==> src/rtl/sync_fifo_flags.sv <==
// Single-clock synchronous FIFO with occupancy count, programmable almost flags and a read-valid strobe.
// Optional sticky overflow/underflow outputs are enabled by defining SYNC_FIFO_ERR_EN.
module sync_fifo_flags #(
  parameter int WIDTH     = 8,
  parameter int DEPTH     = 16,
  parameter int AF_THRESH = DEPTH - 2,
  parameter int AE_THRESH = 1,
  localparam int AW       = $clog2(DEPTH)
) (
  input  logic             clk,
  input  logic             rst,
  input  logic             wr_en,
  input  logic [WIDTH-1:0] din,
  input  logic             rd_en,
  output logic [WIDTH-1:0] dout,
  output logic             rd_valid,
  output logic             full,
  output logic             empty,
  output logic             almost_full,
  output logic             almost_empty,
`ifdef SYNC_FIFO_ERR_EN
  output logic             ovf,
  output logic             udf,
`endif
  output logic [AW:0]      count
);

  if (AF_THRESH < 0 || AF_THRESH > DEPTH) begin : g_bad_af_thresh
    $error("sync_fifo_flags: AF_THRESH must lie in 0..DEPTH");
  end
  if (AE_THRESH < 0 || AE_THRESH > DEPTH) begin : g_bad_ae_thresh
    $error("sync_fifo_flags: AE_THRESH must lie in 0..DEPTH");
  end
  if (DEPTH < 2 || DEPTH > 1024 || (DEPTH & (DEPTH - 1)) != 0) begin : g_bad_depth
    $error("sync_fifo_flags: DEPTH must be a power of two in 2..1024");
  end

  localparam logic [AW:0] AF_L = (AW + 1)'(AF_THRESH);
  localparam logic [AW:0] AE_L = (AW + 1)'(AE_THRESH);

  logic [WIDTH-1:0] mem_q [DEPTH];
  logic [AW:0]      wr_ptr_q, wr_ptr_d;
  logic [AW:0]      rd_ptr_q, rd_ptr_d;
  logic [AW:0]      count_q, count_d;
  logic [WIDTH-1:0] dout_q, dout_d;
  logic             rd_valid_q, rd_valid_d;
  logic             full_q, full_d;
  logic             empty_q, empty_d;
  logic             almost_full_q, almost_full_d;
  logic             almost_empty_q, almost_empty_d;
  logic             rd_ok, wr_ok;

  // Handshake: a read is taken when rd_en is high and the FIFO is not empty; a write is
  // taken when wr_en is high and there is room, where a same-cycle accepted read frees a slot.
  always_comb begin
    rd_ok          = rd_en & ~empty_q;
    wr_ok          = wr_en & (~full_q | rd_ok);
    wr_ptr_d       = wr_ptr_q;
    rd_ptr_d       = rd_ptr_q;
    count_d        = count_q;
    dout_d         = dout_q;
    rd_valid_d     = rd_ok;
    if (wr_ok) wr_ptr_d = wr_ptr_q + 1'b1;
    if (rd_ok) begin
      rd_ptr_d = rd_ptr_q + 1'b1;
      dout_d   = mem_q[rd_ptr_q[AW-1:0]];
    end
    case ({wr_ok, rd_ok})
      2'b10:   count_d = count_q + 1'b1;
      2'b01:   count_d = count_q - 1'b1;
      default: count_d = count_q;
    endcase
    // Flags come from next-state values so they line up with count every cycle.
    empty_d        = (wr_ptr_d == rd_ptr_d);
    full_d         = (wr_ptr_d[AW-1:0] == rd_ptr_d[AW-1:0]) && (wr_ptr_d[AW] != rd_ptr_d[AW]);
    almost_full_d  = (count_d >= AF_L);
    almost_empty_d = (count_d <= AE_L);
  end

  always_ff @(posedge clk) begin
    if (rst) begin
      wr_ptr_q       <= '0;
      rd_ptr_q       <= '0;
      count_q        <= '0;
      dout_q         <= '0;
      rd_valid_q     <= 1'b0;
      full_q         <= 1'b0;
      empty_q        <= 1'b1;
      almost_full_q  <= (AF_THRESH == 0);
      almost_empty_q <= 1'b1;
    end else begin
      wr_ptr_q       <= wr_ptr_d;
      rd_ptr_q       <= rd_ptr_d;
      count_q        <= count_d;
      dout_q         <= dout_d;
      rd_valid_q     <= rd_valid_d;
      full_q         <= full_d;
      empty_q        <= empty_d;
      almost_full_q  <= almost_full_d;
      almost_empty_q <= almost_empty_d;
    end
  end

  // Storage is never cleared; reset only blocks the write in that cycle.
  always_ff @(posedge clk) begin
    if (!rst && wr_ok) mem_q[wr_ptr_q[AW-1:0]] <= din;
  end

`ifdef SYNC_FIFO_ERR_EN
  logic ovf_q, ovf_d;
  logic udf_q, udf_d;

  always_comb begin
    ovf_d = ovf_q | (wr_en & ~wr_ok);
    udf_d = udf_q | (rd_en & empty_q);
  end

  always_ff @(posedge clk) begin
    if (rst) begin
      ovf_q <= 1'b0;
      udf_q <= 1'b0;
    end else begin
      ovf_q <= ovf_d;
      udf_q <= udf_d;
    end
  end

  assign ovf = ovf_q;
  assign udf = udf_q;
`endif

  assign dout         = dout_q;
  assign rd_valid     = rd_valid_q;
  assign full         = full_q;
  assign empty        = empty_q;
  assign almost_full  = almost_full_q;
  assign almost_empty = almost_empty_q;
  assign count        = count_q;

endmodule

==> config.mk <==
export PLATFORM = sky130hd
export DESIGN_NAME = sync_fifo_flags
export DESIGN_NICKNAME = d
export VERILOG_FILES = /design/src/rtl/sync_fifo_flags.sv
export SDC_FILE = /design/constraint.sdc
export NUM_CORES = 1
export LEC_CHECK = 0
export BUFFER_PORTS_ARGS = -buffer_cell sky130_fd_sc_hd__buf_2
export CAP_MARGIN = 30
export CORE_ASPECT_RATIO = 1.75
export CORE_UTILIZATION = 61
export DETAILED_ROUTE_END_ITERATION = 16
export PLACE_DENSITY_LB_ADDON = 0.2
export SETUP_SLACK_MARGIN = 0.02
export SYNTH_ARGS = -nofsm -noshare
export SYNTH_HDL_FRONTEND = slang
export SYNTH_SLANG_ARGS = --single-unit
==> constraint.sdc <==
create_clock -name clk -period 3.2 [get_ports clk]
set_clock_uncertainty 0.2 [all_clocks]
set_input_delay 0.16 -clock clk [delete_from_list [all_inputs] [get_ports clk]]
set_output_delay 0.16 -clock clk [all_outputs]
set_load 0.05 [all_outputs]
# Word-level counts from Yosys, hierarchy flattened
# Memories as Yosys holds them, arrays and structs flattened. A register that Yosys moved wholly into a read port is not among the register bits.
# Cells that the tools add are included.
# classes
n_bitwise	5
mux	5
reduce_logical	3
order_cmp	2
n_addsub	4
eq_ne	5
# ops
operator	count
$add A5 B1 Y5 const B	3
$mux W5	2
$pmux W5 S2	1
$eq A5 B5 Y1	1
$ge A5 B4 Y1 const B	1
$le A5 B1 Y1 const B	1
$sub A5 B1 Y5 const B	1
$eq A4 B4 Y1	1
$and A1 B1 Y1	2
$eq A2 B1 Y1 const B	1
$eq A2 B2 Y1 const B	1
$logic_and A1 B1 Y1	2
$mux W1	2
$not A1 Y1	2
$logic_not A1 Y1	1
$ne A1 B1 Y1	1
$or A1 B1 Y1	1
# totals
register_bits	20
out_inout_bits	18
ram_bits	128
mem_count	1
wordCells	33
in_bits	12
# memory_table
memory	words	width	read_ports	rd_ports_with_merged_regs	write_ports	line	rtl
mem_q	16	8	1	1	1	41	logic [WIDTH-1:0] mem_q [DEPTH];

# Logic depth before layout (Yosys ltp)
# Gate-level depths: netlist (run 1).
# depth
ltp_word	7
depth_mapped	13
mapped_depth_nobuf	12

# Least setup slack after synthesis (run 1)
# OpenSTA, ideal clock, no wires.
# synth_timing
path_type	register to register
start	register empty_q, in the netlist empty
end	register almost_full_q, in the netlist almost_full
path_buffers	1
stages_incl_launch_ff	14
setup_ps	114
arrival_ps	2619
synth_period_minus_slack_ps	2933
slack_ps	267
t_required_ps	2886
cell_sequence	dfxtp_1 -> nand2b_2 -> inv_2 -> o21ai_4 -> ha_1 -> clkbuf_1 -> xor2_1 -> ha_1 -> a21oi_1 -> xor2_1 -> nor2_1 -> xnor2_1 -> nor2_1 -> a21o_1
# synth_via
elab_chain_cells	7
elab_cells_between_ends	8
classes_between	order compare (1); eq/ne (2); mux (1); bitwise (4)
# synth_rtl
item	line	rtl
start: declaration	48	logic empty_q, empty_d;
start signal: assignment	98	empty_q <= empty_d;
$not A1 Y1 (*)	56	rd_ok = rd_en & ~empty_q;
$and A1 B1 Y1 (*)	56	
via rd_ok	51	logic rd_ok, wr_ok;
$or A1 B1 Y1	57	wr_ok = wr_en & (~full_q | rd_ok);
$and A1 B1 Y1	57	
$eq A2 B1 Y1 / $eq A2 B2 Y1 (equally long branches)	68	case ({wr_ok, rd_ok})
$pmux W5 S2 (*)	68	
$ge A5 B4 Y1 (*)	76	almost_full_d = (count_d >= AF_L);
end signal: assignment	89	almost_full_q <= (AF_THRESH == 0);
end signal: assignment	99	almost_full_q <= almost_full_d;
end: declaration	49	logic almost_full_q, almost_full_d;
# The timed path passes the listed nets; every way through them passes the cells marked *.
# A chain may end at the register's enable or synchronous reset.

# Final worst setup path (run 1)
# Ends and elaborated chain as after synthesis.

==> flow_summary_export.csv, run 1 <==
group,metric,value,unit
job,drv_cap,0,
layout,layoutNonFillerInstCount,547,
yosys,yosys_warnings,0,
drt,drtAntennaViolNets,0,
layout,final_area,0.00723,mm2
yosys,synth-edff-count,128,
timing,max_freq,0.371,GHz
timing,holdWs,42.4,ps
yosys,syn_area_per_cell,17.5,um2
place,port_buffers,29,
global_route,grt-ovfl-total,0,
status,outcome,"finished clean",
clocking,holdBufCountCts,11,
yosys,synthTopCellsByArea,"edfxtp_1, dfxtp_1, mux4_1",
timing,hold_viol_final,0,
yosys,yosysTopAreaCell,"edfxtp_1",
clocking,cts_root_buf,"clkbuf_16",
drt,wl_per_cell,21.5,um
yosys,ys.flop_type,"edfxtp_1",
timing,drv_slew,0,
clocking,cts_tree,"built",
drt,drc,0,
floorplan,ios,30,
hold_path,hold_class,"in2reg",
timing,tightest_slew,783,ps
critical_path,start_kind,"flop",
floorplan,die-area,0.0108,mm2
layout,fill_cells,637,
layout,fin_util,0.725,
global_route,first_global_vias,3332,
critical_path,worst_ep_required_time,3320,ps
critical_path,cp_cell_sequence,"nand2b_2 -> inv_2 -> o21ai_4 -> ha_1 -> xor2_1 -> ha_1 -> a21oi_1 -> xor2_1 -> nor2_1 -> xnor2_1 -> nor2_1 -> a21o_1",
pwr,finalPower,4.78,mW
yosys,yosysTopAreaCellShare,0.610,
yosys,synth-seq-cells,156,
yosys,async_flop_share,0,
place,place_congestion,0.757,
layout,diodes,0,
drt,via_per_inst,5.90,
drt,drtIter0Drc,314,
critical_path,crit_path_max_fanout,8,
clocking,clk_pin_slew,60,ps
place,post-place-cells,504,
timing,grt_setup_unrepaired,"no",
yosys,ys_types,41,
clocking,cts_sinks,156,
clocking,cts_setup_buffers,0,
timing,period_needed,2690,ps
place,dp_hpwl,7650,um
timing,tns,0,ps
clocking,cts_resized,0,
clocking,cts_buffers,17,
layout,drive_gt1_frac,0.213,
layout,area_delta_synth_final,14.6,%
yosys,ys_seq_area_frac,0.699,
drt,totalWireLength,11800,um
pwr,p_leak,2.51,nW
floorplan,die_h,136,um
pwr,vdd_drop_max,0.500,mV
global_route,grt_pass1_wl,18600,um
floorplan,start_util,0.632,
pwr,power.density,662,mW/mm2
place,place_area,0.00652,mm2
yosys,synthCells,360,
layout,nets,429,
yosys,synth_common_cells,"edfxtp_1, nor2_1, dfxtp_1, a21oi_1, mux4_1",
critical_path,critPathKind,"reg2reg",
drt,firstDrtPassIters,4,
yosys,syn_nets,380,
clocking,clk_path_buf_depth,2,
global_route,grt_max_degree,36,
timing,finalSetupViolCount,0,
floorplan,core,0.00997,mm2
floorplan,rows,48,
global_route,track_usage,0.249,
critical_path,slowest_stage,"dfxtp_1",
clocking,htreeDepth,4,
critical_path,cp-end-kind,"flop",
critical_path,slowest_delay,310,ps
timing,fin_ws,508,ps
place,pre_cts_ws,548,ps
floorplan,die_width,78.9,um
timing,relSlewSlack,0.476,
clocking,worstSkewPairLatency,420,ps
global_route,antenna_found_initial,0,
yosys,syn-cell-area,0.00630,mm2
timing,fin_crit_sh,0.841,
drt,vias,3226,
yosys,synth_most_common_cell,"edfxtp_1",
critical_path,critPathArrivalTime,2810,ps
==> critical path, delay by kind of cell, from the launching register on <==
family	cells	cell delay, ps
buffers and inverters	1	170
AOI/OAI and AO/OA	3	450
adders and majority gates	2	520
xor gates and xnor gates	3	610
DFF	1	310
and+or+nand+nor	3	330
==> where the power goes <==
group          internal (mW)  total [mW]  switching (mW)
registers               2.24        2.29          0.0493
clock network           1.12        1.98           0.867
logic                  0.201       0.510           0.309
==> state kept, by name, indices dropped and copies added (netlist names), 5 cells and up <==
signal and count:
mem_q 128, dout 8, count 5, rd_ptr_q 5, wr_ptr_q 5
==> worst paths after layout <==
path	from	end	slack (ps)	depth (start not counted)
setup / recovery	empty	almost_full	510	12
hold / removal	rd_en	rd_valid	40	4
setup reg to reg	empty	almost_full	510	12
hold reg to reg	dout[1]	dout[1]	300	2
==> cell usage in the layout, fill, tap and decap left out, types with 4 or more instances in the layout <==
cell type and count:
dfxtp_1 27, nand3_1 4, mux4_2 14, edfxtp_1 128
xor2_1 9, nor2_1 41, buf_2 29, a22oi_1 16
dlygate4sd3_1 11, inv_6 9, nand2_1 7, nor3_1 5
xnor2_1 11, ha_1 8, buf_4 10, a21oi_1 19
clkbuf_16 17, mux4_1 18
==> metal layers <==
layer  wire (um)  vias to the layer above  share of wire  global-route usage
met5           0                        -              0                   0
met4         350                        0          0.030               0.112
met3         716                       21          0.061              0.0633
met2        6270                      115           0.53               0.416
met1        4410                     1575           0.38               0.307
li1            -                     1515              -                   -
==> area by class of cell <==
cell class | count | area, um2 | share of cell area
well taps | 125 | 156 | 0.0216
multi-input cells | 180 | 1720 | 0.239
clock inverters | 15 | 171 | 0.0237
clock buffers | 17 | 425 | 0.0589
inverters | 4 | 15.0 | 0.00208
flip-flops and latches | 156 | 4410 | 0.609
repair buffers | 50 | 330 | 0.0457
==> cell families after synthesis <==
kind of cell,share of synthesized area
AO/OA/AOI/OAI,0.0480
XOR/XNOR,0.0278
adder cells (fa/ha/maj),0.0159
buffers and inverters,0.0280
flip-flops,0.699
multiplexers,0.130
AND/OR/NAND/NOR,0.0520
Power figures use the tool's default switching activity.
==> inputs of run 2 (changes only) <==
CORE_UTILIZATION = 55   (was 61)
clock period = 2.35 ns   (was 3.2 ns; I/O delays follow)
==> flow_summary_export.csv, run 2 (synthesis gave the netlist of run 1 again) <==
group,metric,value,unit
status,outcome,"finished clean",
timing,holdWs,3.74,ps
layout,final_area,0.00745,mm2
timing,finalSetupViolCount,0,
pwr,power.density,871,mW/mm2
drt,drc,0,
critical_path,slowest_delay,330,ps
clocking,htreeDepth,4,
critical_path,cp_cell_sequence,"nand2b_4 -> inv_6 -> o21ai_4 -> ha_4 -> xor2_1 -> ha_2 -> a21oi_2 -> xor2_1 -> nor2_2 -> xnor2_2 -> nor2_1 -> a21o_1",
place,place_area,0.00671,mm2
floorplan,die_width,82.9,um
floorplan,die-area,0.0119,mm2
layout,area_delta_synth_final,18.1,%
critical_path,crit_top_cell,"xor2_1",
layout,diodes,0,
critical_path,setup.worst_path.start,"empty",
drt,via_per_inst,5.87,
global_route,grt_pass1_wl,19600,um
critical_path,cp-end-kind,"flop",
timing,drv_slew,0,
global_route,track_usage,0.231,
clocking,cts_tree,"built",
critical_path,slowest_stage,"dfxtp_4",
floorplan,start_util,0.565,
critical_path,worst_ep_required_time,2470,ps
job,drv_cap,0,
place,port_buffers,29,
pwr,p_leak,2.61,nW
hold_path,min_from,"wr_en",
timing,tns,0,ps
global_route,grt_max_degree,36,
drt,vias,3358,
floorplan,rows,51,
layout,drive_gt1_frac,0.273,
layout,layout_commonest_cell,"edfxtp_1",
clocking,cts_sinks,156,
place,place_congestion,0.810,
global_route,grt-ovfl-total,0,
hold_path,hold_class,"in2reg",
drt,firstDrtPassIters,7,
layout,fill_cells,753,
critical_path,crit_family,"XOR/XNOR gates",
timing,grt_setup_unrepaired,"yes",
critical_path,crit_path_max_fanout,3,
layout,mostFrequentLayoutCells,"edfxtp_1, nor2_1, buf_2",
floorplan,core,0.0112,mm2
timing,tightest_slew,431,ps
timing,fin_crit_sh,0.949,
floorplan,die_h,144,um
clocking,worstSkewPairLatency,420,ps
drt,wl_per_cell,21.7,um
clocking,cts_buffers,17,
floorplan,ios,30,
critical_path,start_kind,"flop",
timing,relSlewSlack,0.713,
layout,largest_register_ffs,128,
critical_path,r2r_start,"empty",
timing,period_needed,2230,ps
global_route,first_global_vias,3511,
critical_path,critPathArrivalTime,2350,ps
place,dp_hpwl,8080,um
pwr,vdd_drop_max,0.684,mV
layout,nets,447,
clocking,clk_pin_slew,60,ps
timing,max_freq,0.449,GHz
critical_path,worst-path-buf-inv,1,
layout,multiInputGateArea,0.00178,mm2
drt,totalWireLength,12400,um
clocking,clk_path_buf_depth,2,
drt,drtIter0Drc,299,
pwr,finalPower,6.49,mW
timing,hold_viol_final,0,
drt,drtAntennaViolNets,0,
global_route,antenna_found_initial,0,
layout,regArea,0.00441,mm2
critical_path,critPathKind,"reg2reg",
clocking,cts_root_buf,"clkbuf_16",
-- run 2: path summary, 6_finish.rpt --
check | end | slack, ps | depth (start not counted)
worst max-delay path | almost_full | 120 | 12
worst min-delay path | wr_ptr_q[2] | 4 | 4
worst min register to register | dout[1] | 290 | 2
worst max register to register | almost_full | 120 | 12
-- run 2: layout make-up --
type / instances / share of cell area
multi-input combinational: 180 / 0.239
timing repair buffer: 68 / 0.0669
inverter: 4 / 0.00269
clock buffer: 26 / 0.0706
tap: 132 / 0.0222
clock inverter: 6 / 0.00638
sequential: 156 / 0.592
-- run 2: metrics by stage --
step / worst slack, ps / utilization / instances
2_1_floorplan: -178 / - / 360
3_3_place_gp: 39.6 / 0.601 / 529
3_5_place_dp: 11.0 / 0.601 / 529
4_1_cts: 36.7 / 0.660 / 570
5_1_grt: 2.37 / 0.667 / 572
6_report: 121 / 0.667 / 572
-- run 2: per-layer routing --
metal,vias to the layer above,track usage,routed length [um]
met5,-,0,0
met4,0,0.0998,446
met3,23,0.0609,502
met2,107,0.410,6730
met1,1680,0.263,4740
li1,1548,-,-
-- run 2: worst min-delay path, stage by stage --
cell      delay, ps
buf_2           140
o211ai_1        110
xor2_1          100
nor2_1          100
-- run 2: power breakdown --
group          total (mW)  internal (mW)  switching, mW  leakage, nW
Sequential           3.11           3.06         0.0500         1.38
Clock                2.60           1.56           1.05        0.290
Combinational       0.776          0.317          0.458        0.941
Total                6.49           4.93           1.55         2.61
-- run 2: what timing repair did --
| item | 4_1_cts | 5_1_grt |
|---|---|---|
| hold buffers | 9 | 0 |
| buffers inserted | 0 | 2 |
| pin swaps | 2 | 9 |
| endpoints found under the hold margin | 150 | 0 |
| endpoints found under the setup margin | 1 | 3 |
| resized for setup | 1 | 9 |
